===== src/rtl/fp_alu_seq.sv =====
// fp_alu_seq: single-requester sequencer in front of the FP ALU.
// Holds op/operands on the ALU, waits on Done for sine, returns results.
//
// Ports:
//   clk, rst             clock, synchronous active-high reset
//   req_valid/req_ready  request handshake; req_op, req_a, req_b payload
//   resp_valid/resp_ready response handshake; resp_res, resp_err payload
//   alu_op/alu_a/alu_b   registered ALU inputs, held for the whole op
//   alu_res/alu_done     ALU result and Done flag (Done used for sine only)
//   busy                 sequencer not idle
//   cycles               WAIT cycles of the last completed op
module fp_alu_seq #(
    parameter int          SIN_SETTLE   = 2,
    parameter int          TIMEOUT      = 1023,
    parameter logic [7:0]  ILLEGAL_MASK = 8'b1100_0000
) (
    input  logic        clk,
    input  logic        rst,
    input  logic        req_valid,
    output logic        req_ready,
    input  logic [2:0]  req_op,
    input  logic [31:0] req_a,
    input  logic [31:0] req_b,
    output logic        resp_valid,
    input  logic        resp_ready,
    output logic [31:0] resp_res,
    output logic        resp_err,
    output logic [2:0]  alu_op,
    output logic [31:0] alu_a,
    output logic [31:0] alu_b,
    input  logic [31:0] alu_res,
    input  logic        alu_done,
    output logic        busy,
    output logic [9:0]  cycles
);

    typedef enum logic [1:0] {
        IDLE = 2'd0,
        EXEC = 2'd1,
        WAIT = 2'd2,
        RESP = 2'd3
    } state_t;

    localparam logic [2:0] OP_SIN = 3'd5;
    localparam logic [9:0] SETTLE = 10'(SIN_SETTLE);
    localparam logic [9:0] TMO    = 10'(TIMEOUT);

    state_t     state;
    logic [9:0] timer;
    logic [9:0] timer_nxt;

    // timer_nxt is the count of WAIT cycles including the current one,
    // so the first WAIT cycle sees 1 and a stale Done there is ignored.
    assign timer_nxt = timer + 10'd1;

    // req_ready is gated by rst so it reads 0 while reset is held.
    assign req_ready  = (state == IDLE) && !rst;
    assign resp_valid = (state == RESP);
    assign busy       = (state != IDLE);

    always_ff @(posedge clk) begin
        if (rst) begin
            state    <= IDLE;
            alu_op   <= 3'd0;
            alu_a    <= 32'd0;
            alu_b    <= 32'd0;
            resp_res <= 32'd0;
            resp_err <= 1'b0;
            cycles   <= 10'd0;
            timer    <= 10'd0;
        end else begin
            unique case (state)
                IDLE: begin
                    if (req_valid) begin
                        if (ILLEGAL_MASK[req_op]) begin
                            // ALU inputs left untouched for illegal ops
                            resp_res <= 32'd0;
                            resp_err <= 1'b1;
                            cycles   <= 10'd0;
                            state    <= RESP;
                        end else begin
                            alu_op <= req_op;
                            alu_a  <= req_a;
                            alu_b  <= req_b;
                            state  <= EXEC;
                        end
                    end
                end
                EXEC: begin
                    if (alu_op != OP_SIN) begin
                        resp_res <= alu_res;
                        resp_err <= 1'b0;
                        cycles   <= 10'd0;
                        state    <= RESP;
                    end else begin
                        timer <= 10'd0;
                        state <= WAIT;
                    end
                end
                WAIT: begin
                    timer <= timer_nxt;
                    if (timer_nxt >= SETTLE && alu_done) begin
                        resp_res <= alu_res;
                        resp_err <= 1'b0;
                        cycles   <= timer_nxt;
                        state    <= RESP;
                    end else if (timer_nxt >= TMO) begin
                        resp_res <= 32'd0;
                        resp_err <= 1'b1;
                        cycles   <= 10'd1023;
                        state    <= RESP;
                    end
                end
                RESP: begin
                    if (resp_ready) begin
                        state <= IDLE;
                    end
                end
                default: state <= IDLE;
            endcase
        end
    end

endmodule


===== config.mk =====
export PLATFORM = sky130hd
export DESIGN_NAME = fp_alu_seq
export DESIGN_NICKNAME = d
export VERILOG_FILES = /design/src/rtl/fp_alu_seq.sv
export SDC_FILE = /design/constraint.sdc
export NUM_CORES = 1
export LEC_CHECK = 0
export ABC_AREA = 1
export CAP_MARGIN = 20
export CORE_MARGIN = 2
export CORE_UTILIZATION = 55
export DETAILED_ROUTE_END_ITERATION = 8
export DONT_BUFFER_PORTS = 1
export PLACE_DENSITY = 0.69
export SLEW_MARGIN = 30
export SYNTH_ARGS = -nofsm -noshare
export SYNTH_HDL_FRONTEND = slang
export SYNTH_SLANG_ARGS = --single-unit

===== constraint.sdc =====
create_clock -name clk -period 2.7 [get_ports clk]
set_input_delay 0.81 -clock clk [delete_from_list [all_inputs] [get_ports clk]]
set_output_delay 0.81 -clock clk [all_outputs]
set_load 0.02 [all_outputs]

; Word-level counts from Yosys, hierarchy flattened
; Memories as Yosys holds them, arrays and structs flattened.
; Index checks and enable logic that the tools add are counted.
[totals]
reg_bits = 122
out_inout_bits = 113
inputBits = 104
mem_count = 1
mem_bits_ro = 8
elab_cells = 63
[memory_table]
columns = memory, words, word_bits, rd, rd_clocked_by_memory_dff, wr, line_no
row1 = (name not given), 8, 1, 1, 0, 0, 75  ; if (ILLEGAL_MASK[req_op]) begin
[op_classes]
n_lt_le_gt_ge = 3
n_reduce_logical = 11
muxes = 28
eq_ne = 10
addsub = 1
bitwise_logic = 1
[ops]
columns = cell, n
row1 = $mux 32, 5
row2 = $pmux 32 s3, 1
row3 = $mux 10, 6
row4 = $pmux 10 s3, 1
row5 = $pmux 10 s2, 1
row6 = $add 10x1->10 const B, 1
row7 = $ge 10x10->1 const B, 1
row8 = $ge 10x2->1 const B, 1
row9 = $mux 2, 5
row10 = $pmux 2 s4, 1
row11 = $mux 1, 7
row12 = $ne 2x2->1 const B, 3
row13 = $ne 3x3->1 const B, 2
row14 = $reduce_and 3->1, 2
row15 = $reduce_and 5->1, 1
row16 = $eq 2x2->1 const B, 2
row17 = $lt 3x4->1 const B, 1
row18 = $ne 2x1->1 const B, 2
row19 = $reduce_bool 2->1, 2
row20 = $pmux 1 s3, 1
row21 = $reduce_bool 3->1, 1
row22 = $eq 2x1->1 const B, 1
row23 = $logic_and 1x1->1, 2
row24 = $logic_not 2->1, 1
row25 = 3 further kinds, 3

; Depth between registers and ports, before layout
; Gate-level depths: netlist (run 1).
[logic_depth]
ltp_word = 5
ltp_mapped = 17
depth_no_buf = 16

; Worst setup path before layout (run 1)
; No wires, ideal clock.
[synth_path]
path_kind = in2out
from = in rst
to = out req_ready
path_buffers = 1
arrival_ps = 1300
required_ps = 1890
path_stages = 2
slack_ps = 590
cell_sequence = clkbuf_1 > nor2_1
[synth_between]
elab_chain_cells = 2
[synth_rtl]
columns = element, line_no
row1 = "start, declared", 18  ; input logic rst,
row2 = $logic_not 1->1, 57  ; assign req_ready = (state == IDLE) && !rst;
row3 = $logic_and 1x1->1, 57
row4 = "end, declared", 20  ; output logic req_ready,
; Every way passes these cells.

; Final worst setup path (run 1)
[layout_path]
from = reg state[0]
to = out req_ready
[layout_between]
elab_chain_cells = 2
[layout_rtl]
columns = element, line_no
row1 = "start, declared", 48  ; state_t state;
row2 = "start signal, assigned", 63  ; state <= IDLE;
row3 = "start signal, assigned", 80  ; state <= RESP;
row4 = "start signal, assigned", 85  ; state <= EXEC;
row5 = $logic_not 2->1, 57
row6 = $logic_and 1x1->1, 57
; Every way passes these cells.

==> run_results.csv, run 1 <==
group,metric,value,unit
placement,port_buffers,0,
setup_path,critPathLaunchType,"register",
clock_tree,clk_path_buf_depth,2,
global_route,overflow,0,
synthesis,yosysWarnings,0,
synthesis,synth-seq-cells,122,
clock_tree,holdBufCountCts,0,
drt,routed_via_density,5.363,
die,core-area,9328,sq um
power_and_ir_drop,power_density,1205,nW/um^2
drt,routedWlPerCell,14.64,microns
die,fp.dieW,102.4,microns
job,max_cap_violations,0,
timing,hold_ws,377.9,ps
die,row_count,35,
setup_path,cpLargestDelayFamily,"buffers and inverters",
clock_tree,root_buffer,"clkbuf_8",
die,fp.dieH,102.4,microns
placement,place_hpwl,8.980,mm
drt,postRouteAntennaNets,0,
drt,firstDrtPassIters,5,
setup_path,critPathBufInv,3,
layout,antenna_cells,0,
global_route,grt_max_degree,77,
timing,finalHoldViolations,0,
setup_path,crit_arrival,1730,ps
timing,max_freq,393.6,MHz
global_route,grt_pass1_vias,4434,
timing,finalCriticalPeriod,2540,ps
layout,drive_gt1_share,7.218,%
setup_path,worstPathRequired,1890,ps
synthesis,syn_area,5324,sq um
drt,drt-total-wl,13.05,mm
setup_path,worstPathMaxFanout,4,
die,io_pins,217,
timing,grt_setup_unrepaired,"false",
worst_hold_path,hold_class,"input pin to register",
timing,tightest_slew,774.6,ps
layout,area_growth,10.43,%
clock_tree,h-tree-depth,4,
layout,finalNetCount,860,
global_route,antenna_found_initial,0,
drt,drc_errors,0,
placement,pre_cts_ws,309.4,ps
global_route,grt_pass1_wl,20.73,mm
die,initial_utilization,57.08,%
timing,skew,12.07,ps
synthesis,avgSynthCellArea,6.896,sq um
synthesis,ys_types,26,
global_route,grtUsageTotal,24.89,%
die,die-area,10480,sq um
drt,first_iter_violations,179,
setup_path,cp_slowest_cell,"dfxtp_1",
clock_tree,worstSkewPairLatency,500,ps
clock_tree,clock-sinks,122,
layout,fin_cells,891,
setup_path,path_class,"register to output port",
placement,gp_congestion,0.9131,
run_status,status,"completed",
power_and_ir_drop,ir_drop,559.5,uV
timing,maxSlewViolCount,0,
timing,setup_viol,0,
clock_tree,cts_buffers,17,
setup_path,cp_cell_sequence,"inv_1 -> ha_1 -> inv_1 -> buf_4 -> nor2_1",
power_and_ir_drop,cellLeakagePower,0.002342,uW
synthesis,ys_seq_area_share,45.88,%
timing,maxSlewHeadroom,48.36,%
synthesis,synth_fp_nets,883,
timing,period_share,94.09,%
timing,final.setup.worst_slack,159.6,ps
timing,fin_tns_setup,0,ps
synthesis,synth_cells,772,
drt,vias,4778,
placement,dp.cells,859,
setup_path,cp_common_cell,"inv_1",
clock_tree,clk_pin_slew,60,ps
clock_tree,cts_tree,"built",
setup_path,worst_setup_path_end_kind,"output port",
setup_path,cpPeakStageDelay,350,ps
[synthesized netlist by cell type, drive strengths merged]
cell type / count / area [sq um]
dfxtp: 122 / 2442
nand2: 228 / 868.3
nand3b: 22 / 165.2
buf: 17 / 100.1
inv: 40 / 152.6
clkinv: 2 / 7.510
o21ai: 18 / 90.08
nand3: 75 / 385.4
a21oi: 78 / 390.4
o22ai: 1 / 6.260
ha: 7 / 87.58
nor3: 2 / 10.01
nor2: 123 / 474.2
clkbuf: 35 / 131.4
nand4: 2 / 12.51
[layout by cell type (no fill, tap or decap), drive strengths merged]
master / instances
inv: 47
a21oi: 78
ha: 7
nand2: 228
clkinv: 4
nand3b: 22
nor2: 123
clkbuf: 18
buf: 10
o21ai: 18
clkinvlp: 5
nand4: 2
o22ai: 1
nor3: 2
nand3: 75
dfxtp: 122
[stage by stage]
step / total power [uW] / area (sq um) / utilization [%]
4_1_cts: 7131 / 5874 / 62.98
3_5_place_dp: 5110 / 5344 / 57.29
5_1_grt: 7613 / 5879 / 63.03
6_report: 7087 / 5879 / 63.03
3_3_place_gp: 5039 / 5344 / 57.29
2_1_floorplan: 4687 / 5324 / -
[state kept, by name (all words and copies together), names as in the netlist]
register  flops
alu_b        32
alu_op        3
state         2
timer        10
resp_res     32
alu_a        32
resp_err      1
cycles       10
[routing by layer]
metal / track usage [%] / up-vias / share of wire (%)
li1: - / 2406 / -
met1: 29.91 / 2144 / 39
met2: 41.04 / 208 / 49
met3: 8.824 / 20 / 9.9
met4: 9.436 / 0 / 1.7
met5: 0 / - / 0
[area by class of cell]
| type | instances | area [sq um] |
|---|---|---|
| flip-flops and latches | 122 | 2442 |
| well taps | 129 | 161.4 |
| clock buffers | 18 | 417.9 |
| multi-input cells | 556 | 2495 |
| inverters | 42 | 162.7 |
| fillers | 837 | 3448 |
| clock inverters | 14 | 112.6 |
| repair buffers | 10 | 87.58 |
[repair_timing]
action	in CTS	in global routing
setup buffers	0	0
resized for setup	0	2
setup endpoints to repair	0	14
[worst paths after layout]
kind / start / endpoint / slack, ps / cells after the start
setup / recovery: state[0] / req_ready / 160 / 5
hold / removal: rst / alu_b[18] / 380 / 1
setup reg to reg: timer[0] / resp_res[26] / 370 / 14
hold reg to reg: timer[9] / timer[9] / 480 / 2
[cell families after synthesis]
group	after synthesis	synth area share [%]
AO/OA/AOI/OAI	97	9.142
adder cells (fa/ha/maj)	7	1.645
buffers and inverters	94	7.356
flip-flops	122	45.88
AND/OR/NAND/NOR	452	35.98
[where the power goes]
| part | total, uW | switching [uW] | internal (uW) |
|---|---|---|---|
| Clock | 2000 | 861 | 1140 |
| Sequential | 2910 | 718 | 2190 |
| Combinational | 2170 | 1460 | 712 |
Note: power is estimated with default switching activity, not from simulation.
==> run 2: changes to the inputs <==
--- a/config.mk
+++ b/config.mk
@@ -12,6 +12,7 @@
 export DETAILED_ROUTE_END_ITERATION = 8
 export DONT_BUFFER_PORTS = 1
 export PLACE_DENSITY = 0.69
+export RECOVER_POWER = 25
 export SLEW_MARGIN = 30
 export SYNTH_ARGS = -nofsm -noshare
 export SYNTH_HDL_FRONTEND = slang
==> run 2 against run 1 <==
  * First-iteration DRC count stayed put
  * Sequential share of layout area hardly changed
  * Clock skew shrank 0.80 ps
  * Die area did not move
  * Critical path depth unchanged
  * Non-clock buffer count is the same
  * Critical path type unchanged
==> run_results.csv, run 2 (synthesis results as in run 1) <==
group,metric,value,unit
timing,tightest_slew,823.6,ps
layout,layout_common_cells,"nand2_1, dfxtp_1, nor2_1",
global_route,grtUsageTotal,24.89,%
clock_tree,clk_pin_slew,60,ps
timing,skew,11.27,ps
job,max_cap_violations,0,
placement,place_hpwl,8.980,mm
layout,area_growth,10.39,%
clock_tree,worstSkewPairLatency,510,ps
clock_tree,cts_buffers,17,
drt,drt-total-wl,13.03,mm
timing,grt_setup_unrepaired,"false",
die,row_count,35,
drt,postRouteAntennaNets,0,
clock_tree,clock-sinks,122,
layout,final_common_cell,"nand2_1",
setup_path,crit_arrival,1740,ps
global_route,grt_pass1_vias,4434,
die,io_pins,217,
die,fp.dieH,102.4,microns
placement,gp_congestion,0.9131,
worst_hold_path,hold_class,"input pin to register",
setup_path,cp_common_cell,"inv_1",
setup_path,critPathBufInv,3,
power_and_ir_drop,power_density,1206,nW/um^2
drt,routed_via_density,5.354,
placement,port_buffers,0,
die,die-area,10480,sq um
timing,hold_ws,374.2,ps
layout,drive_gt1_share,6.955,%
global_route,grt_pass1_wl,20.73,mm
power_and_ir_drop,cellLeakagePower,0.002343,uW
clock_tree,h-tree-depth,4,
setup_path,cp_cell_sequence,"inv_1 -> ha_1 -> inv_1 -> buf_4 -> nor2_1",
drt,routedWlPerCell,14.63,microns
timing,max_freq,392.9,MHz
layout,reg_top3,"alu_a x32, alu_b x32, resp_res x32",
timing,finalHoldViolations,0,
power_and_ir_drop,ir_drop,562.4,uV
timing,maxSlewViolCount,0,
setup_path,cpLargestDelayFamily,"buffers and inverters",
setup_path,cp_slowest_cell,"dfxtp_1",
drt,vias,4770,
clock_tree,clk_path_buf_depth,2,
die,initial_utilization,57.08,%
setup_path,cpPeakStageDelay,350,ps
die,fp.dieW,102.4,microns
drt,first_iter_violations,179,
setup_path,path_class,"register to output port",
timing,finalCriticalPeriod,2545,ps
setup_path,worst_setup_path_end_kind,"output port",
drt,firstDrtPassIters,5,
clock_tree,cts_tree,"built",
timing,setup_viol,0,
global_route,grt_max_degree,77,
setup_path,worstPathMaxFanout,4,
run_status,status,"completed",
global_route,antenna_found_initial,0,
clock_tree,holdBufCountCts,0,
global_route,overflow,0,
drt,drc_errors,0,
layout,nFillCells,838,
timing,period_share,94.26,%
setup_path,worstPathRequired,1890,ps
layout,antenna_cells,0,
timing,maxSlewHeadroom,44.96,%
layout,finalNetCount,860,
clock_tree,root_buffer,"clkbuf_8",
die,core-area,9328,sq um
timing,fin_tns_setup,0,ps
setup_path,critPathLaunchType,"register",
==> run 2: changes by cell type in the layout (fill, tap and decap cells not counted) <==
cell / before / now
nand2_2: 4 / 3
nand2_1: 223 / 224
inv_2: 3 / 2
inv_1: 37 / 38
==> run 2: layer usage <==
metal	global-route usage (%)	part of all wire (%)	wire [microns]	up-vias
met5	0	0	0	-
met4	9.436	1.7	221	0
met3	8.824	9.8	1278	20
met2	41.04	49	6450	208
met1	29.91	39	5083	2135
li1	-	-	-	2407
==> run 2: power breakdown <==
group          switching (uW)  internal, uW
Combinational            1460           711
Clock                     865          1140
Sequential                718          2190
Total                    3040          4040
==> run 2: timing repair <==
action                     CTS  global route
resized for setup            0             2
setup endpoints to repair    0            14
setup buffers                0             0
==> run 2: worst paths after layout <==
path | from | end | slack [ps] | cells after the start
hold / removal | rst | alu_b[23] | 370 | 1
hold reg to reg | timer[9] | timer[9] | 480 | 2
setup / recovery | state[0] | req_ready | 150 | 5
setup reg to reg | timer[0] | resp_res[26] | 360 | 14
==> run 2: through the flow <==
step           util, %  power (uW)  std cells  cell area (sq um)  setup WS (ps)
4_1_cts          62.98        7131        891               5874          131.7
6_report         63.00        7086        891               5877          154.9
2_1_floorplan        -        4687        772               5324          590.5
5_1_grt          63.00        7609        891               5877          51.12
3_3_place_gp     57.29        5039        859               5344          410.9
3_5_place_dp     57.29        5110        859               5344          309.4
==> run 2: area by class of cell <==
class                           count  area, sq um  area share [%]
Multi-Input combinational cell    556         2492           42.41
Sequential cell                   122         2442           41.56
Clock buffer                       18        417.9           7.111
Inverter                           42        162.7           2.768
Tap cell                          129        161.4           2.746
Clock inverter                     14        112.6           1.916
Timing Repair Buffer               10        87.58           1.490
==> run 2: worst register-to-register path: stages (launching register included) <==
cell     delay, ps
dfxtp_1        460
ha_1           240
nand2_2         90
nor2_2         140
nand2_1         60
nand2_1        100
nand3_1         80
nor3_1         140
nand2_1         90
nand3_2        110
nand2_4        160
inv_6          320
nand2_1        110
nand2_1         70
nor2_1          40
